--- config.mk ---
export PLATFORM = sky130hd
export DESIGN_NAME = fetch_sequencer
export DESIGN_NICKNAME = d
export VERILOG_FILES = /design/src/rtl/cpu_defs.sv /design/src/rtl/fetch_out_reg.sv /design/src/rtl/fetch_sequencer.sv
export SDC_FILE = /design/constraint.sdc
export NUM_CORES = 1
export LEC_CHECK = 0
export BUFFER_PORTS_ARGS = -buffer_cell sky130_fd_sc_hd__clkbuf_2
export CAP_MARGIN = 10
export CELL_PAD_IN_SITES_DETAIL_PLACEMENT = 0
export CELL_PAD_IN_SITES_GLOBAL_PLACEMENT = 1
export CORE_AREA = 3 3 141 130
export DETAILED_ROUTE_END_ITERATION = 12
export DIE_AREA = 0 0 144 133
export PLACE_DENSITY_LB_ADDON = 0.1
export SETUP_SLACK_MARGIN = 0.02
export SYNTH_ARGS = -nofsm -noshare
export SYNTH_HDL_FRONTEND = slang
export SYNTH_SLANG_ARGS = --single-unit
--- constraint.sdc ---
create_clock -name clk -period 2 [get_ports clk]
set_clock_uncertainty 0.05 [all_clocks]
set_input_delay 0.3 -clock clk [delete_from_list [all_inputs] [get_ports clk]]
set_output_delay 0.3 -clock clk [all_outputs]
set_load 0.01 [all_outputs]
--- src/rtl/cpu_defs.sv ---
// Shared definitions for the instruction-fetch path: FSM encodings, PC step and halt opcode.
package cpu_defs;
   typedef enum logic [1:0] {
      ST_IDLE   = 2'd0,
      ST_FETCH  = 2'd1,
      ST_HALTED = 2'd2
   } fetch_state_t;

   localparam int          PC_STEP        = 4;
   localparam logic [31:0] HALT_INSTR_DEF = 32'hFFFF_FFFF;
endpackage

--- src/rtl/fetch_out_reg.sv ---
// Decode-facing output register: load a fetched word, hold it under backpressure, or flush it.
module fetch_out_reg #(
   parameter int ADDR_W = 32,
   parameter int DATA_W = 32
) (
   input  logic              clk,
   input  logic              rst_n,
   input  logic              load,
   input  logic              flush,
   input  logic [DATA_W-1:0] d_instr,
   input  logic [ADDR_W-1:0] d_pc,
   output logic              instr_valid,
   output logic [DATA_W-1:0] instr_out,
   output logic [ADDR_W-1:0] instr_pc
);
   // flush only drops the valid flag; data is don't-care once invalid
   always_ff @(posedge clk or negedge rst_n) begin
      if (!rst_n) begin
         instr_valid <= 1'b0;
         instr_out   <= '0;
         instr_pc    <= '0;
      end else if (flush) begin
         instr_valid <= 1'b0;
      end else if (load) begin
         instr_valid <= 1'b1;
         instr_out   <= d_instr;
         instr_pc    <= d_pc;
      end
   end
endmodule

--- src/rtl/fetch_sequencer.sv ---
// Instruction-fetch controller: owns the PC, reads the ROM and issues words to decode.
//  state     | meaning
//  ST_IDLE   | one cycle after reset before the first ROM read
//  ST_FETCH  | reading ROM at fetch_pc, loading the output slot when free
//  ST_HALTED | halt word seen; waiting for a redirect to resume
module fetch_sequencer
   import cpu_defs::*;
#(
   parameter int                ADDR_W     = 32,
   parameter int                DATA_W     = 32,
   parameter logic [ADDR_W-1:0] RESET_PC   = '0,
   parameter logic [DATA_W-1:0] HALT_INSTR = DATA_W'(HALT_INSTR_DEF)
) (
   input  logic              clk,
   input  logic              rst_n,
   output logic [ADDR_W-1:0] imem_addr,
   input  logic [DATA_W-1:0] imem_data,
   input  logic              redirect_valid,
   input  logic [ADDR_W-1:0] redirect_pc,
   output logic              instr_valid,
   input  logic              instr_ready,
   output logic [DATA_W-1:0] instr_out,
   output logic [ADDR_W-1:0] instr_pc,
   output logic              halt,
   output logic              misalign_err,
   output logic [31:0]       issued_count
);
   fetch_state_t      state, state_nxt;
   logic [ADDR_W-1:0] fetch_pc, fetch_pc_nxt;
   logic              halt_nxt;
   logic              slot_load, slot_flush;
   logic              slot_free, is_halt_word, redir_take, handshake;

   assign imem_addr    = fetch_pc;
   assign slot_free    = !instr_valid || instr_ready;
   assign is_halt_word = (imem_data == HALT_INSTR);
   assign redir_take   = redirect_valid && (state != ST_IDLE);
   assign handshake    = instr_valid && instr_ready;

   always_ff @(posedge clk or negedge rst_n) begin
      if (!rst_n) state <= ST_IDLE;
      else        state <= state_nxt;
   end

   always_comb begin
      state_nxt = state;
      case (state)
         ST_IDLE:   state_nxt = ST_FETCH;
         ST_FETCH:  if (!redirect_valid && slot_free && is_halt_word) state_nxt = ST_HALTED;
         ST_HALTED: if (redirect_valid) state_nxt = ST_FETCH;
         default:   state_nxt = ST_IDLE;
      endcase
   end

   always_comb begin
      slot_load    = 1'b0;
      slot_flush   = 1'b0;
      fetch_pc_nxt = fetch_pc;
      halt_nxt     = halt;
      if (redir_take) begin
         slot_flush   = 1'b1;
         fetch_pc_nxt = {redirect_pc[ADDR_W-1:2], 2'b00};
         halt_nxt     = 1'b0;
      end else if (state == ST_FETCH && slot_free) begin
         if (is_halt_word) begin
            slot_flush = 1'b1;
            halt_nxt   = 1'b1;
         end else begin
            slot_load    = 1'b1;
            fetch_pc_nxt = fetch_pc + ADDR_W'(PC_STEP);
         end
      end
   end

   always_ff @(posedge clk or negedge rst_n) begin
      if (!rst_n) begin
         fetch_pc     <= RESET_PC;
         halt         <= 1'b0;
         misalign_err <= 1'b0;
         issued_count <= '0;
      end else begin
         fetch_pc     <= fetch_pc_nxt;
         halt         <= halt_nxt;
         misalign_err <= redir_take && (|redirect_pc[1:0]);
         if (handshake) issued_count <= issued_count + 32'd1;
      end
   end

   fetch_out_reg #(
      .ADDR_W (ADDR_W),
      .DATA_W (DATA_W)
   ) u_out_reg (
      .clk         (clk),
      .rst_n       (rst_n),
      .load        (slot_load),
      .flush       (slot_flush),
      .d_instr     (imem_data),
      .d_pc        (fetch_pc),
      .instr_valid (instr_valid),
      .instr_out   (instr_out),
      .instr_pc    (instr_pc)
   );
endmodule
==> qor.txt <==
Global-route wire length before repair: 28100 microns
# setup viols final: 0
Non-Filler Instances: 1008
Maximum vdd ir drop: 0.000626 V
Crit end category: flip-flop
Fin. Hold Viols: 0
Area Overhead vs Synth: 43.7%
TritonRoute pass-1 iters: 4
Top-count cell post-synth: dfrtp_1
Final wirelength: 17500 microns
CTS buffer count: 17
Synth top area share: 54.6%
Largest net degree at the start of global routing: 50
Critical path class: reg2reg
Synth Cell Area: 0.00591 sq mm
Synth Area in Adders: 0.423%
Commonest cells post-synth: dfrtp_1 (129), mux2_2 (57), nand2_1 (45)
Root Buffer: clkbuf_16
Minimum clock period after layout: 2.00 ns
Post-route ant nets: 0
RR Startpoint: imem_addr[11]
Synth Area in XOR/XNOR: 5.19%
Vias per inst: 5.10
CTS Sinks: 129
Max-Cap Viols: 0
Vias in the first global route: 5155
CP Data Required Time: 2.28 ns
Die X: 144 microns
Clock slew at reported path FFs: 0.06 ns
Critical Path AT: 2.28 ns
Overflow after GRT: 0
Util after Layout: 50.4%
Rows: 45
Ant diodes: 0
Synthesized flop and latch total: 129
Hold_sp: redirect_pc[0]
Number of synthesis warnings: 0
Io pins: 199
Clock H-tree levels: 4
Slew at the pin closest to its max-slew limit: 0.575 ns
Ys async rst share: 100%
Ys flop type: dfrtp_1
Post-Synthesis Cells: 521
Fin nets: 855
Port bufs: 194
Floorplan Core Area: 0.0168 sq mm
Clk_lat worst skew: 0.41 ns
P_leak: 0.00402 uW
Clock buffer depth: 2
Main combinational cell family by area after synthesis: simple AND/OR/NAND/NOR gates
# DRC: 0
Sum of negative setup slack: 0 ns
Synth cell types: 53
Max-Slew Margin vs Limit: 61.7%
Post-synth EDFFs: 0
Initial antenna violation count: 0
Synth Area in Compound Gates: 9.06%
Sequential fraction of the synthesis area: 54.6%
Status: finished, final reports clean
Leading area contributor after synthesis: dfrtp_1
Placer Congestion: 0.810
Critical Path Start: imem_addr[11]
Post-Syn Area per Cell: 11.3 sq um
WL/cell: 17.3 microns
Crit-path max FO: 4
Die height: 133 microns
Gr usage total: 18.7%
Share of layout cells above drive strength 1: 48.9%
Placed insts: 973
Vias: 5139
PwrDens: 922 mW/mm^2
Final worst path period share: 99.9%
Slew Viols, Final: 0
Post-Synth Simple-Gate Area: 17.3%
CP Launch Type: flip-flop
Mux share of post-synthesis cell area: 10.9%
TritonCTS clock tree: built
Die Footprint: 0.0192 sq mm
Starting Density: 35.1%
RSZ-0062 raised after global routing: yes
Final HPWL DP: 13100 microns
Synth area leaders: dfrtp_1 (55%), mux2_2 (11%), xnor2_1 (3.7%)
Hold Crit Class: in2reg
Initial DRC count: 233
FMAX: 0.500 GHz
what timing repair did:
action / in CTS / in global routing
setup endpoints to repair: 5 / 17
gates resized for setup: 6 / 16
setup buffers: 2 / 1
endpoints found under the hold margin: 33 / 0
hold buffers: 1 / 0
pin swaps: 3 / 6
per-stage QoR:
stage          total power (uW)  cell area (sq um)  setup slack (ns)  hold WS, ns
6_report                   7830               8490           0.00166       0.0558
5_1_grt                    8250               8490            -0.100       0.0556
4_1_cts                    7920               8410            0.0119       0.0373
3_5_place_dp               4840               7780            -0.262        0.182
3_3_place_gp               4810               7780            -0.327        0.178
2_1_floorplan              4010               6100           -0.0317      -0.0456
placed cells by master, fill, tap and decap left out, drive strengths merged, types with 3 or more instances in the layout:
cell type and n:
clkbuf 211, dfrtp 129, buf 73, mux2 57
nand2 45, nor2 29, xnor2 25, nand3 25
nand4 24, nor3 16, o21ai 13, and3 11
xor2 10, a31oi 10, a21oi 10, inv 10
or4 10, nor4 9, o22ai 8, o31ai 7
clkinv 7, and4 5, a221o 5, o211ai 4
conb 4, or3 4, a2111oi 3, a211oi 3
where the power goes:
group          leakage (uW)  switching, uW  internal, uW
Sequential          0.00156            260          2950
Combinational       0.00218            807           778
Clock              0.000286           1170          1860
cell type report:
type | instances | area, sq um
repair buffers | 267 | 1620
inverters | 7 | 26.3
well taps | 211 | 264
clock buffers | 18 | 439
flip-flops and latches | 129 | 3240
fillers | 1564 | 8340
multi-input cells | 363 | 2770
clock inverters | 13 | 136
path summary, 6_finish.rpt:
kind	endpoint	slack, ns	cells after the start
worst max-delay path	imem_addr[24]	0.002	4
worst min-delay path	misalign_err	0.06	3
worst max register to register	imem_addr[24]	0.002	4
worst min register to register	issued_count[31]	0.42	1
max in group asynchronous	imem_addr[8]	0.99	3
min in group asynchronous	u_out_reg.instr_pc[24]	0.31	2
sequential cells by signal, indices dropped and copies added, names as in the netlist:
name	flops
u_out_reg.instr_out	32
misalign_err	1
u_out_reg.instr_valid	1
halt	1
state	2
issued_count	32
u_out_reg.instr_pc	30
imem_addr	30
critical path: stages (launching register included):
cell and delay, ns:
dfrtp_1 0.41, nand2_1 0.18, or4_4 0.62, or4_4 0.49, a31oi_1 0.17
routing by layer:
layer | track usage [%] | share of wire, % | vias up
met3 | 4.95 | 6.0 | 16
met5 | 0 | 0 | -
met4 | 5.23 | 1.2 | 0
li1 | - | - | 2456
met1 | 27.1 | 47 | 2508
met2 | 27.5 | 46 | 159
cell families (layout without fill, tap and decap cells):
family / Yosys count / after routing
xor gates and xnor gates: 35 / 35
buffers and inverters: 32 / 305
AOI/OAI and AO/OA: 76 / 76
adders and majority gates: 2 / 2
other: 1 / 4
muxes: 57 / 57
DFF: 129 / 129
and+or+nand+nor: 189 / 189
No activity file was read; power rests on OpenSTA's default activity.
